[config.mk]
export PLATFORM = sky130hd
export DESIGN_NAME = alu_muldiv_flat
export DESIGN_NICKNAME = d
export VERILOG_FILES = /design/src/rtl/alu_muldiv_if.sv /design/src/rtl/alu_muldiv.sv /design/src/flat_wrapper.sv
export SDC_FILE = /design/constraint.sdc
export NUM_CORES = 1
export LEC_CHECK = 0
export CORE_MARGIN = 2
export CORE_UTILIZATION = 45
export DETAILED_ROUTE_END_ITERATION = 7
export HOLD_SLACK_MARGIN = 0.02
export MAX_ROUTING_LAYER = met4
export PLACE_DENSITY = 0.69
export SLEW_MARGIN = 20
export SYNTH_ARGS = -nofsm -noshare
export SYNTH_HDL_FRONTEND = slang
export SYNTH_SLANG_ARGS = --single-unit
[constraint.sdc]
create_clock -name clk -period 9.7 [get_ports clk]
set_input_delay 2.425 -clock clk [delete_from_list [all_inputs] [get_ports clk]]
set_output_delay 2.425 -clock clk [all_outputs]
set_load 0.03 [all_outputs]
[src/rtl/alu_muldiv_if.sv]
// ---------------------------------------------------------------------------
// alu_muldiv_if
// Groups the EX-stage ALU / multiply-divide signals into one bundle.
//
// Ports (as interface members):
//   start, control, read1, foutput   : issue side, driven by the EX stage
//   out, zero, overflow              : combinational ALU results
//   busy, done, stall                : mult/div status and hazard request
//   hi, lo                           : architectural HI/LO registers
//   divzero                          : only when MULDIV_DIVZERO_EN is defined
//
// Modports: master = EX-stage driver, slave = the ALU itself.
// ---------------------------------------------------------------------------
interface alu_muldiv_if #(
    parameter int WIDTH = 32
);
    logic             start;
    logic [5:0]       control;
    logic [WIDTH-1:0] read1;
    logic [WIDTH-1:0] foutput;
    logic [WIDTH-1:0] out;
    logic             zero;
    logic             overflow;
    logic             busy;
    logic             done;
    logic             stall;
    logic [WIDTH-1:0] hi;
    logic [WIDTH-1:0] lo;
`ifdef MULDIV_DIVZERO_EN
    logic             divzero;

    modport master (
        output start, control, read1, foutput,
        input  out, zero, overflow, busy, done, stall, hi, lo, divzero
    );

    modport slave (
        input  start, control, read1, foutput,
        output out, zero, overflow, busy, done, stall, hi, lo, divzero
    );
`else
    modport master (
        output start, control, read1, foutput,
        input  out, zero, overflow, busy, done, stall, hi, lo
    );

    modport slave (
        input  start, control, read1, foutput,
        output out, zero, overflow, busy, done, stall, hi, lo
    );
`endif
endinterface

[src/rtl/alu_muldiv.sv]
// ---------------------------------------------------------------------------
// alu_muldiv
// EX-stage ALU for the MIPS core: single-cycle integer ops, branch compare,
// signed overflow, and an iterative multiply/divide unit with HI/LO.
//
// Ports:
//   clk    : clock, rising edge
//   reset  : synchronous, active-high; aborts any mult/div, clears HI/LO
//   bus    : alu_muldiv_if.slave (start, control, read1, foutput in;
//            out, zero, overflow, busy, done, stall, hi, lo out)
//
// Parameters:
//   WIDTH  : datapath width (>= 4)
//   CNT_W  : iteration counter width (2**CNT_W > WIDTH)
//
// Optional macro MULDIV_DIVZERO_EN: a div/divu by zero skips the iteration
// phase (one busy cycle) and pulses bus.divzero together with done.
// ---------------------------------------------------------------------------
module alu_muldiv #(
    parameter int WIDTH = 32,
    parameter int CNT_W = 6
) (
    input logic         clk,
    input logic         reset,
    alu_muldiv_if.slave bus
);
    localparam logic [5:0] OP_BEQ   = 6'd4;
    localparam logic [5:0] OP_BNE   = 6'd5;
    localparam logic [5:0] OP_ADDI  = 6'd8;
    localparam logic [5:0] OP_SLTI  = 6'd10;
    localparam logic [5:0] OP_SLTIU = 6'd11;
    localparam logic [5:0] OP_ANDI  = 6'd12;
    localparam logic [5:0] OP_ORI   = 6'd13;
    localparam logic [5:0] OP_MFHI  = 6'd16;
    localparam logic [5:0] OP_MTHI  = 6'd17;
    localparam logic [5:0] OP_MFLO  = 6'd18;
    localparam logic [5:0] OP_MTLO  = 6'd19;
    localparam logic [5:0] OP_MULT  = 6'd24;
    localparam logic [5:0] OP_MULTU = 6'd25;
    localparam logic [5:0] OP_DIV   = 6'd26;
    localparam logic [5:0] OP_DIVU  = 6'd27;
    localparam logic [5:0] OP_ADD   = 6'd32;
    localparam logic [5:0] OP_SUB   = 6'd34;
    localparam logic [5:0] OP_AND   = 6'd36;
    localparam logic [5:0] OP_OR    = 6'd37;
    localparam logic [5:0] OP_NOR   = 6'd39;
    localparam logic [5:0] OP_SLT   = 6'd42;
    localparam logic [5:0] OP_SLTU  = 6'd43;

    localparam logic [CNT_W-1:0] LAST = CNT_W'(WIDTH - 1);

    typedef enum logic [1:0] {IDLE, RUN, FIX} state_t;

    state_t               state;
    logic [CNT_W-1:0]     cnt;
    logic [WIDTH-1:0]     opa;
    logic [WIDTH-1:0]     opb;
    logic [2*WIDTH-1:0]   prod;
    logic                 is_div;
    logic                 neg_res;
    logic                 neg_rem;
    logic                 dz;
    logic [WIDTH-1:0]     hi_r;
    logic [WIDTH-1:0]     lo_r;
    logic                 busy_r;
    logic                 done_r;
`ifdef MULDIV_DIVZERO_EN
    logic                 divzero_r;
`endif

    logic [WIDTH-1:0]     a, b, sum, diff, res;
    logic                 ovf, zflag;
    logic                 is_md, div_op, is_signed, sa, sb, stall_code;
    logic [WIDTH-1:0]     abs_a, abs_b;
    logic [WIDTH:0]       madd, shifted;
    logic [WIDTH-1:0]     trial;
    logic                 ge;
    logic [2*WIDTH-1:0]   mul_next, div_next, prod_neg;
    logic [WIDTH-1:0]     quot_fix, rem_fix, dvd_fix;

    assign a    = bus.read1;
    assign b    = bus.foutput;
    assign sum  = a + b;
    assign diff = a - b;

    // Single-cycle result mux; mult/div and unknown codes read as zero.
    always_comb begin
        res = '0;
        case (bus.control)
            OP_AND, OP_ANDI:   res = a & b;
            OP_OR, OP_ORI:     res = a | b;
            OP_NOR:            res = ~(a | b);
            OP_ADD, OP_ADDI:   res = sum;
            OP_SUB:            res = diff;
            OP_SLT, OP_SLTI:   res = {{(WIDTH-1){1'b0}}, ($signed(a) < $signed(b))};
            OP_SLTU, OP_SLTIU: res = {{(WIDTH-1){1'b0}}, (a < b)};
            OP_MFHI:           res = hi_r;
            OP_MFLO:           res = lo_r;
            default:           res = '0;
        endcase
    end

    // Signed overflow and branch compare flags.
    always_comb begin
        ovf   = 1'b0;
        zflag = 1'b0;
        case (bus.control)
            OP_ADD, OP_ADDI: ovf = (a[WIDTH-1] == b[WIDTH-1]) && (sum[WIDTH-1] != a[WIDTH-1]);
            OP_SUB:          ovf = (a[WIDTH-1] != b[WIDTH-1]) && (diff[WIDTH-1] != a[WIDTH-1]);
            OP_BEQ:          zflag = (a == b);
            OP_BNE:          zflag = (a != b);
            default: begin
                ovf   = 1'b0;
                zflag = 1'b0;
            end
        endcase
    end

    assign div_op     = (bus.control == OP_DIV) || (bus.control == OP_DIVU);
    assign is_md      = div_op || (bus.control == OP_MULT) || (bus.control == OP_MULTU);
    assign is_signed  = (bus.control == OP_MULT) || (bus.control == OP_DIV);
    assign stall_code = is_md || (bus.control == OP_MFHI) || (bus.control == OP_MTHI) ||
                        (bus.control == OP_MFLO) || (bus.control == OP_MTLO);

    // The iterative core works on magnitudes; signs are reapplied in FIX.
    assign sa    = is_signed & a[WIDTH-1];
    assign sb    = is_signed & b[WIDTH-1];
    assign abs_a = sa ? -a : a;
    assign abs_b = sb ? -b : b;

    // Multiply step: prod holds {partial, multiplier}; add opa when lsb set, shift right.
    assign madd     = {1'b0, prod[2*WIDTH-1:WIDTH]} + (prod[0] ? {1'b0, opa} : '0);
    assign mul_next = {madd, prod[WIDTH-1:1]};

    // Restoring divide step: prod holds {remainder, quotient}. The shifted
    // remainder needs WIDTH+1 bits; when it fits the divisor the difference
    // is below the divisor, so WIDTH bits of it are exact.
    assign shifted  = {prod[2*WIDTH-1:WIDTH], prod[WIDTH-1]};
    assign ge       = (shifted >= {1'b0, opb});
    assign trial    = shifted[WIDTH-1:0] - opb;
    assign div_next = {(ge ? trial : shifted[WIDTH-1:0]), prod[WIDTH-2:0], ge};

    assign prod_neg = -prod;
    assign quot_fix = neg_res ? -prod[WIDTH-1:0] : prod[WIDTH-1:0];
    assign rem_fix  = neg_rem ? -prod[2*WIDTH-1:WIDTH] : prod[2*WIDTH-1:WIDTH];
    // Divide by zero returns the original dividend, rebuilt from its magnitude.
    assign dvd_fix  = neg_rem ? -opa : opa;

    // Multiply/divide sequencer plus HI/LO registers. Issue and mthi/mtlo
    // are only honoured in IDLE, so anything sent while busy is dropped.
    always_ff @(posedge clk) begin
        if (reset) begin
            state   <= IDLE;
            cnt     <= '0;
            opa     <= '0;
            opb     <= '0;
            prod    <= '0;
            is_div  <= 1'b0;
            neg_res <= 1'b0;
            neg_rem <= 1'b0;
            dz      <= 1'b0;
            hi_r    <= '0;
            lo_r    <= '0;
            busy_r  <= 1'b0;
            done_r  <= 1'b0;
`ifdef MULDIV_DIVZERO_EN
            divzero_r <= 1'b0;
`endif
        end else begin
            done_r <= 1'b0;
`ifdef MULDIV_DIVZERO_EN
            divzero_r <= 1'b0;
`endif
            case (state)
                IDLE: begin
                    if (bus.start && is_md) begin
                        opa     <= abs_a;
                        opb     <= abs_b;
                        is_div  <= div_op;
                        neg_res <= sa ^ sb;
                        neg_rem <= sa;
                        dz      <= div_op && (b == '0);
                        prod    <= div_op ? {{WIDTH{1'b0}}, abs_a} : {{WIDTH{1'b0}}, abs_b};
                        cnt     <= '0;
                        busy_r  <= 1'b1;
`ifdef MULDIV_DIVZERO_EN
                        state   <= (div_op && (b == '0)) ? FIX : RUN;
`else
                        state   <= RUN;
`endif
                    end else if (bus.start && (bus.control == OP_MTHI)) begin
                        hi_r <= a;
                    end else if (bus.start && (bus.control == OP_MTLO)) begin
                        lo_r <= a;
                    end
                end
                RUN: begin
                    prod <= is_div ? div_next : mul_next;
                    cnt  <= cnt + CNT_W'(1);
                    if (cnt == LAST) begin
                        state <= FIX;
                    end
                end
                FIX: begin
                    if (!is_div) begin
                        {hi_r, lo_r} <= neg_res ? prod_neg : prod;
                    end else if (dz) begin
                        hi_r <= dvd_fix;
                        lo_r <= '1;
                    end else begin
                        hi_r <= rem_fix;
                        lo_r <= quot_fix;
                    end
                    state  <= IDLE;
                    busy_r <= 1'b0;
                    done_r <= 1'b1;
`ifdef MULDIV_DIVZERO_EN
                    divzero_r <= dz;
`endif
                end
                default: begin
                    state  <= IDLE;
                    busy_r <= 1'b0;
                end
            endcase
        end
    end

    assign bus.out      = res;
    assign bus.zero     = zflag;
    assign bus.overflow = ovf;
    assign bus.busy     = busy_r;
    assign bus.done     = done_r;
    assign bus.stall    = busy_r && stall_code;
    assign bus.hi       = hi_r;
    assign bus.lo       = lo_r;
`ifdef MULDIV_DIVZERO_EN
    assign bus.divzero  = divzero_r;
`endif
endmodule

[src/flat_wrapper.sv]
// flat-port wrapper written by rule: the top's interface ports become plain ports
module alu_muldiv_flat 
#(
    parameter int WIDTH = 32,
    parameter int CNT_W = 6
)
  (clk, reset, bus_start, bus_control, bus_read1, bus_foutput, bus_out, bus_zero, bus_overflow, bus_busy, bus_done, bus_stall, bus_hi, bus_lo);
  alu_muldiv_if #(.WIDTH(WIDTH)) bus_i ();
  input logic clk;
  input logic reset;
  input wire logic [$bits(bus_i.start)-1:0] bus_start;
  input wire logic [$bits(bus_i.control)-1:0] bus_control;
  input wire logic [$bits(bus_i.read1)-1:0] bus_read1;
  input wire logic [$bits(bus_i.foutput)-1:0] bus_foutput;
  output wire logic [$bits(bus_i.out)-1:0] bus_out;
  output wire logic [$bits(bus_i.zero)-1:0] bus_zero;
  output wire logic [$bits(bus_i.overflow)-1:0] bus_overflow;
  output wire logic [$bits(bus_i.busy)-1:0] bus_busy;
  output wire logic [$bits(bus_i.done)-1:0] bus_done;
  output wire logic [$bits(bus_i.stall)-1:0] bus_stall;
  output wire logic [$bits(bus_i.hi)-1:0] bus_hi;
  output wire logic [$bits(bus_i.lo)-1:0] bus_lo;
  assign bus_i.start = bus_start;
  assign bus_i.control = bus_control;
  assign bus_i.read1 = bus_read1;
  assign bus_i.foutput = bus_foutput;
  assign bus_out = bus_i.out;
  assign bus_zero = bus_i.zero;
  assign bus_overflow = bus_i.overflow;
  assign bus_busy = bus_i.busy;
  assign bus_done = bus_i.done;
  assign bus_stall = bus_i.stall;
  assign bus_hi = bus_i.hi;
  assign bus_lo = bus_i.lo;
  alu_muldiv #(.WIDTH(WIDTH), .CNT_W(CNT_W)) u_core (.clk(clk), .reset(reset), .bus(bus_i));
endmodule
# After elaboration in Yosys (flattened, before gate mapping)
# Cells that the tools add are included.
# W data, S select, Z words.
[totals]
ff_bits = 206
in_bits = 73
word_cells = 135
[op_classes]
addsub = 11
order_cmp = 3
n_eq_ne = 37
muxes = 34
bitwise = 7
reduce_logical = 30
[op_table]
columns = ["operator", "n"]
rows = [
  ["$mux W32", 17],
  ["$pmux W32 S9", 1],
  ["$mux W64", 3],
  ["$neg A32 Y32", 5],
  ["$pmux W32 S2", 2],
  ["$pmux W64 S2", 1],
  ["$lt A32 B32 Y1", 2],
  ["$neg A64 Y64", 1],
  ["$sub A32 B32 Y32", 2],
  ["$eq A6 B5 Y1 const B", 9],
  ["$eq A6 B6 Y1 const B", 7],
  ["$add A32 B33 Y33", 1],
  ["$ge A33 B32 Y1", 1],
  ["$add A32 B32 Y32", 1],
  ["$and A32 B32 Y32", 1],
  ["$eq A32 B32 Y1", 1],
  ["$logic_not A32 Y1", 1],
  ["$ne A32 B32 Y1", 1],
  ["$not A32 Y32", 1],
  ["$or A32 B32 Y32", 1],
  ["$eq A6 B4 Y1 const B", 5],
  ["$eq A6 B3 Y1 const B", 2],
  ["$pmux W6 S2", 1],
  ["$reduce_or A2 Y1", 5],
  ["other kinds (22)", 50],
]

# Depth between registers and ports, before layout
[depth]
ltp_word = 9
depth_mapped = 17
ltp_nobuf = 15

# Worst setup path before layout
# No wires, ideal clock.
[synth_timing]
path_kind = "input -> output"
start = "input bus_foutput[7]"
end = "output bus_out[22]"
arrival_time_ns = 5.402
t_required_ns = 7.275
path_slack_ns = 1.873
cell_stages = 13
n_path_buf = 1
cell_sequence = "inv_1 -> ha_1 -> clkbuf_1 -> nand2b_1 -> a21o_1 -> a2111oi_0 -> a2111o_1 -> nand2_1 -> o32a_1 -> a21oi_1 -> nor2_1 -> o221a_2 -> o21ai_0"
[synth_between]
elab_chain_len = 2
word_cells_on_any_way = 3
[synth_rtl]
columns = ["element", "line_no", "text"]
rows = [
  ["start, declared", "flat_wrapper.sv:14", "input wire logic [$bits(bus_i.foutput)-1:0] bus_foutput;"],
  ["$sub A32 B32 Y32 / $add A32 B32 Y32 (equally long branches)", "alu_muldiv.sv:84, alu_muldiv.sv:83", ""],
  ["$pmux W32 S9 (*)", "alu_muldiv.sv:89", "case (bus.control)"],
  ["end, declared", "flat_wrapper.sv:15", "output wire logic [$bits(bus_i.out)-1:0] bus_out;"],
]
# Mark *: on every way between the ends. The rest lies on a longest branch, timed or not.

# Worst setup path in the final report
[layout_timing]
start = "input bus_foutput[21]"
end = "output bus_zero"
[layout_between]
elab_chain_len = 2
word_cells_on_any_way = 3
[layout_rtl]
columns = ["element", "line_no", "text"]
rows = [
  ["$ne A32 B32 Y1 / $eq A32 B32 Y1 (equally long branches)", "alu_muldiv.sv:111, alu_muldiv.sv:110", ""],
  ["$pmux W1 S2 (*)", "alu_muldiv.sv:107", "case (bus.control)"],
  ["end, declared", "flat_wrapper.sv:16", "output wire logic [$bits(bus_i.zero)-1:0] bus_zero;"],
]
# Marks and branches as above.

==> run metrics <==
First-pass DRT Iterations=6; CP Launch Type=input port; pin count of the biggest net entering global routing=95; crit share post-route=0.9858; Sink Count=206; insertion delay to the later sink of the worst-skew pair=0.53 ns; cells after synthesis=3103; Pwr Total=2519 µW; DRC Markers=0; Root Driver=clkbuf_16; CTS buffer count=22; chip width=226.7 µm; Max FO, Critical Path=13; Core Area=48950 µm²; Final nets=3394; r2r worst-path depth=14; Worst-Margin Slew=1.060 ns; die area=51410 µm²; Worst setup endpoint=bus_zero; Routed wire per std cell=25.27 µm; GRT Total Usage=0.3731; sequential fraction of the synthesis area=0.1847; number of vias per cell=6.473; antenna violations before repair=1; skew final=0.01438 ns; H-tree levels=1; Cell variety after synth=86; grt ovf=0; DP Wirelength=74550 µm; final-report hold violation count=0; hold_buf cts=0; effective utilization at floorplan=0.4561; status=complete, no violations; worst r2r src=u_core.prod[31]$_SDFFE_PP0P_; WL final=96560 µm; drt initial violations=2908; number of synthesized flops with an enable pin=0; Yosys top cell by area=dfxtp_1; WP data arrival=7.14 ns; worst relative slew slack=0.2936; Worst Hold Depth=2; Syn Area/Cell=7.195 µm²; Netlist Area Pre-Place=22330 µm²; LEAKAGE=0.009746 µW; Setup violations, final=0; Setup TNS Final=0 ns; Main synth FF type=dfxtp_1; Required @ worst endpoint=7.28 ns; RSZ-0062 raised after global routing=no; Final GP Congestion=0.9854; syn nets=3358; I/O Buffers=173; peak supply drop=0.1347 mV; CP Class=input port to output pin; Async SR Flop Fraction=0; FF-to-FF setup slack=5.42 ns; dpl cells=3779; reg-to-reg endpoint=u_core.prod[62]$_SDFFE_PP0P_; CTS max path bufs=3; min Tclk post-route=9.562 ns; worst min-delay path class=register to register; routed vias=24730; Clock transition at path regs=0.07 ns; max cap viols=0; vias in the first global route=23030; first-pass GRT wire length=142600 µm; critical path capture point type=output pin; Synth area leaders=dfxtp_1 (18%), ha_1 (10%), xnor2_1 (6.9%), a21oi_1 (6.0%), nor2_1 (5.1%); Area Growth Syn to Fin=13.41%; io pins=174; crit path launch=bus_foutput[21]; CTS tree=yes; post-detailed-route count of antenna-violating nets=0; share of cells above drive strength 1=0.05578; site row count=81; final worst hold slack=0.4646 ns; Die H=226.7 µm; pwr dens=99.50 nW/µm²; Ys Warns=0; top cell type's share of synthesized area=0.1847; fill count=4847; FMAX=104.6 MHz; synthesized flop and latch total=206; Slew Viols, Final=0; fin cells=3821
==> per-layer routing <==
| layer | vias to the layer above | wire length (µm) | global-route usage | share of wire |
|---|---|---|---|---|
| li1 | 11450 | - | - | - |
| met1 | 11820 | 43530 | 0.5269 | 0.45 |
| met2 | 1316 | 40680 | 0.5425 | 0.42 |
| met3 | 149 | 9552 | 0.06090 | 0.099 |
| met4 | 0 | 2798 | 0.1089 | 0.029 |
| met5 | - | 0 | - | 0 |
==> layout make-up <==
class | instances | area [µm²] | area share
multi-input combinational | 2507 | 16750 | 0.6614
sequential | 206 | 4130 | 0.1631
timing repair buffer | 251 | 2331 | 0.09207
tap | 664 | 830.8 | 0.03281
clock buffer | 31 | 625.6 | 0.02471
inverter | 151 | 566.8 | 0.02239
clock inverter | 9 | 82.58 | 0.003262
antenna | 2 | 5.005 | 0.0001977
==> registers in the layout, summed over array words and instances, names as in the netlist, 2 cells and up <==
register / cells
u_core.cnt: 6
u_core.opa: 32
u_core.opb: 32
u_core.state: 2
u_core.bus.lo: 32
u_core.prod: 64
u_core.bus.hi: 32
==> cells by family (layout without fill, tap and decap cells) <==
group / Yosys count / after routing / synth area share
AO/OA/AOI/OAI: 1077 / 1077 / 0.3251
XOR/XNOR: 235 / 235 / 0.09219
buffers and inverters: 390 / 442 / 0.06776
other: 0 / 2 / 0
multiplexers: 60 / 60 / 0.02774
flip-flops: 206 / 206 / 0.1847
AND/OR/NAND/NOR: 953 / 953 / 0.1992
adder cells (fa/ha/maj): 182 / 182 / 0.1033
==> per-stage QoR <==
stage	area [µm²]	util	setup WS (ns)
after floorplan	22330	-	1.873
final	25320	0.5172	0.1380
after global placement	24600	0.5025	-0.1062
after detailed placement	24600	0.5025	-0.07389
after global routing	25320	0.5172	0.08744
after CTS	25310	0.5171	0.1806
==> report_power, final <==
group	internal, µW	switching, µW
Sequential	857	18.5
Combinational	282	513
Clock	461	388
==> Yosys cell counts, drive strengths merged, types with 6 or more instances <==
cell       n
o221ai    47
o2111ai   24
o211ai    39
a211oi   123
a31oi     27
o22ai     20
o31ai     45
o41ai     16
xor2      60
ha       178
o21ai    216
or2       16
or3       30
nor4      21
xnor2    175
o31a       7
a21oi    269
or4       20
nor3      70
a21o      54
a41oi     11
dfxtp    206
clkbuf   203
nand3     48
o21bai    23
a221oi    13
nand3b     6
inv      151
nand2    284
a2111oi    7
mux2i     54
nand2b    24
o21a      11
a221o     14
nor2b     21
a222oi    31
a22oi     24
and2      45
nor2     301
and3      17
buf       36
nand4     34
==> what timing repair did <==
| item | CTS | global route |
|---|---|---|
| setup buffers | 0 | 0 |
| endpoints found under the setup margin | 1 | 0 |
| resized for setup | 1 | 0 |
==> worst min-delay path by stage <==
stage,start,to
floorplan,u_core.opb[31]$_SDFFE_PP0P_,u_core.opb[31]$_SDFFE_PP0P_
global placement,u_core.opb[31]$_SDFFE_PP0P_,u_core.opb[31]$_SDFFE_PP0P_
detailed placement,u_core.opb[0]$_SDFFE_PP0P_,u_core.opb[0]$_SDFFE_PP0P_
CTS,u_core.opb[0]$_SDFFE_PP0P_,u_core.opb[0]$_SDFFE_PP0P_
global route,u_core.opb[9]$_SDFFE_PP0P_,u_core.opb[9]$_SDFFE_PP0P_
finish,u_core.opb[0]$_SDFFE_PP0P_,u_core.opb[0]$_SDFFE_PP0P_
==> worst max-delay path, cell delays in order <==
cell and delay, ns:
clkdlybuf4s50_1 0.64, inv_1 0.20, ha_1 0.53, or2_2 0.42, nor4_1 0.51, nand4_1 0.42
nor4_2 0.66, buf_4 0.23, xnor2_1 0.06, nor4b_1 0.30, clkdlybuf4s50_1 0.74
==> placed cells by master, fill, tap and decap left out, drive strengths merged, types with 34 or more instances in the layout <==
cell type / Yosys / routed
nand4: 34 / 34
a21o: 54 / 54
buf: 36 / 79
and2: 45 / 45
clkdlybuf4s50: 0 / 172
dfxtp: 206 / 206
inv: 151 / 154
nand2: 284 / 284
a211oi: 123 / 123
xor2: 60 / 60
o21ai: 216 / 216
o221ai: 47 / 47
nand3: 48 / 48
o31ai: 45 / 45
nor3: 70 / 70
xnor2: 175 / 175
mux2i: 54 / 54
ha: 178 / 178
nor2: 301 / 301
a21oi: 269 / 269
o211ai: 39 / 39
Note: power is estimated with default switching activity, not from simulation.
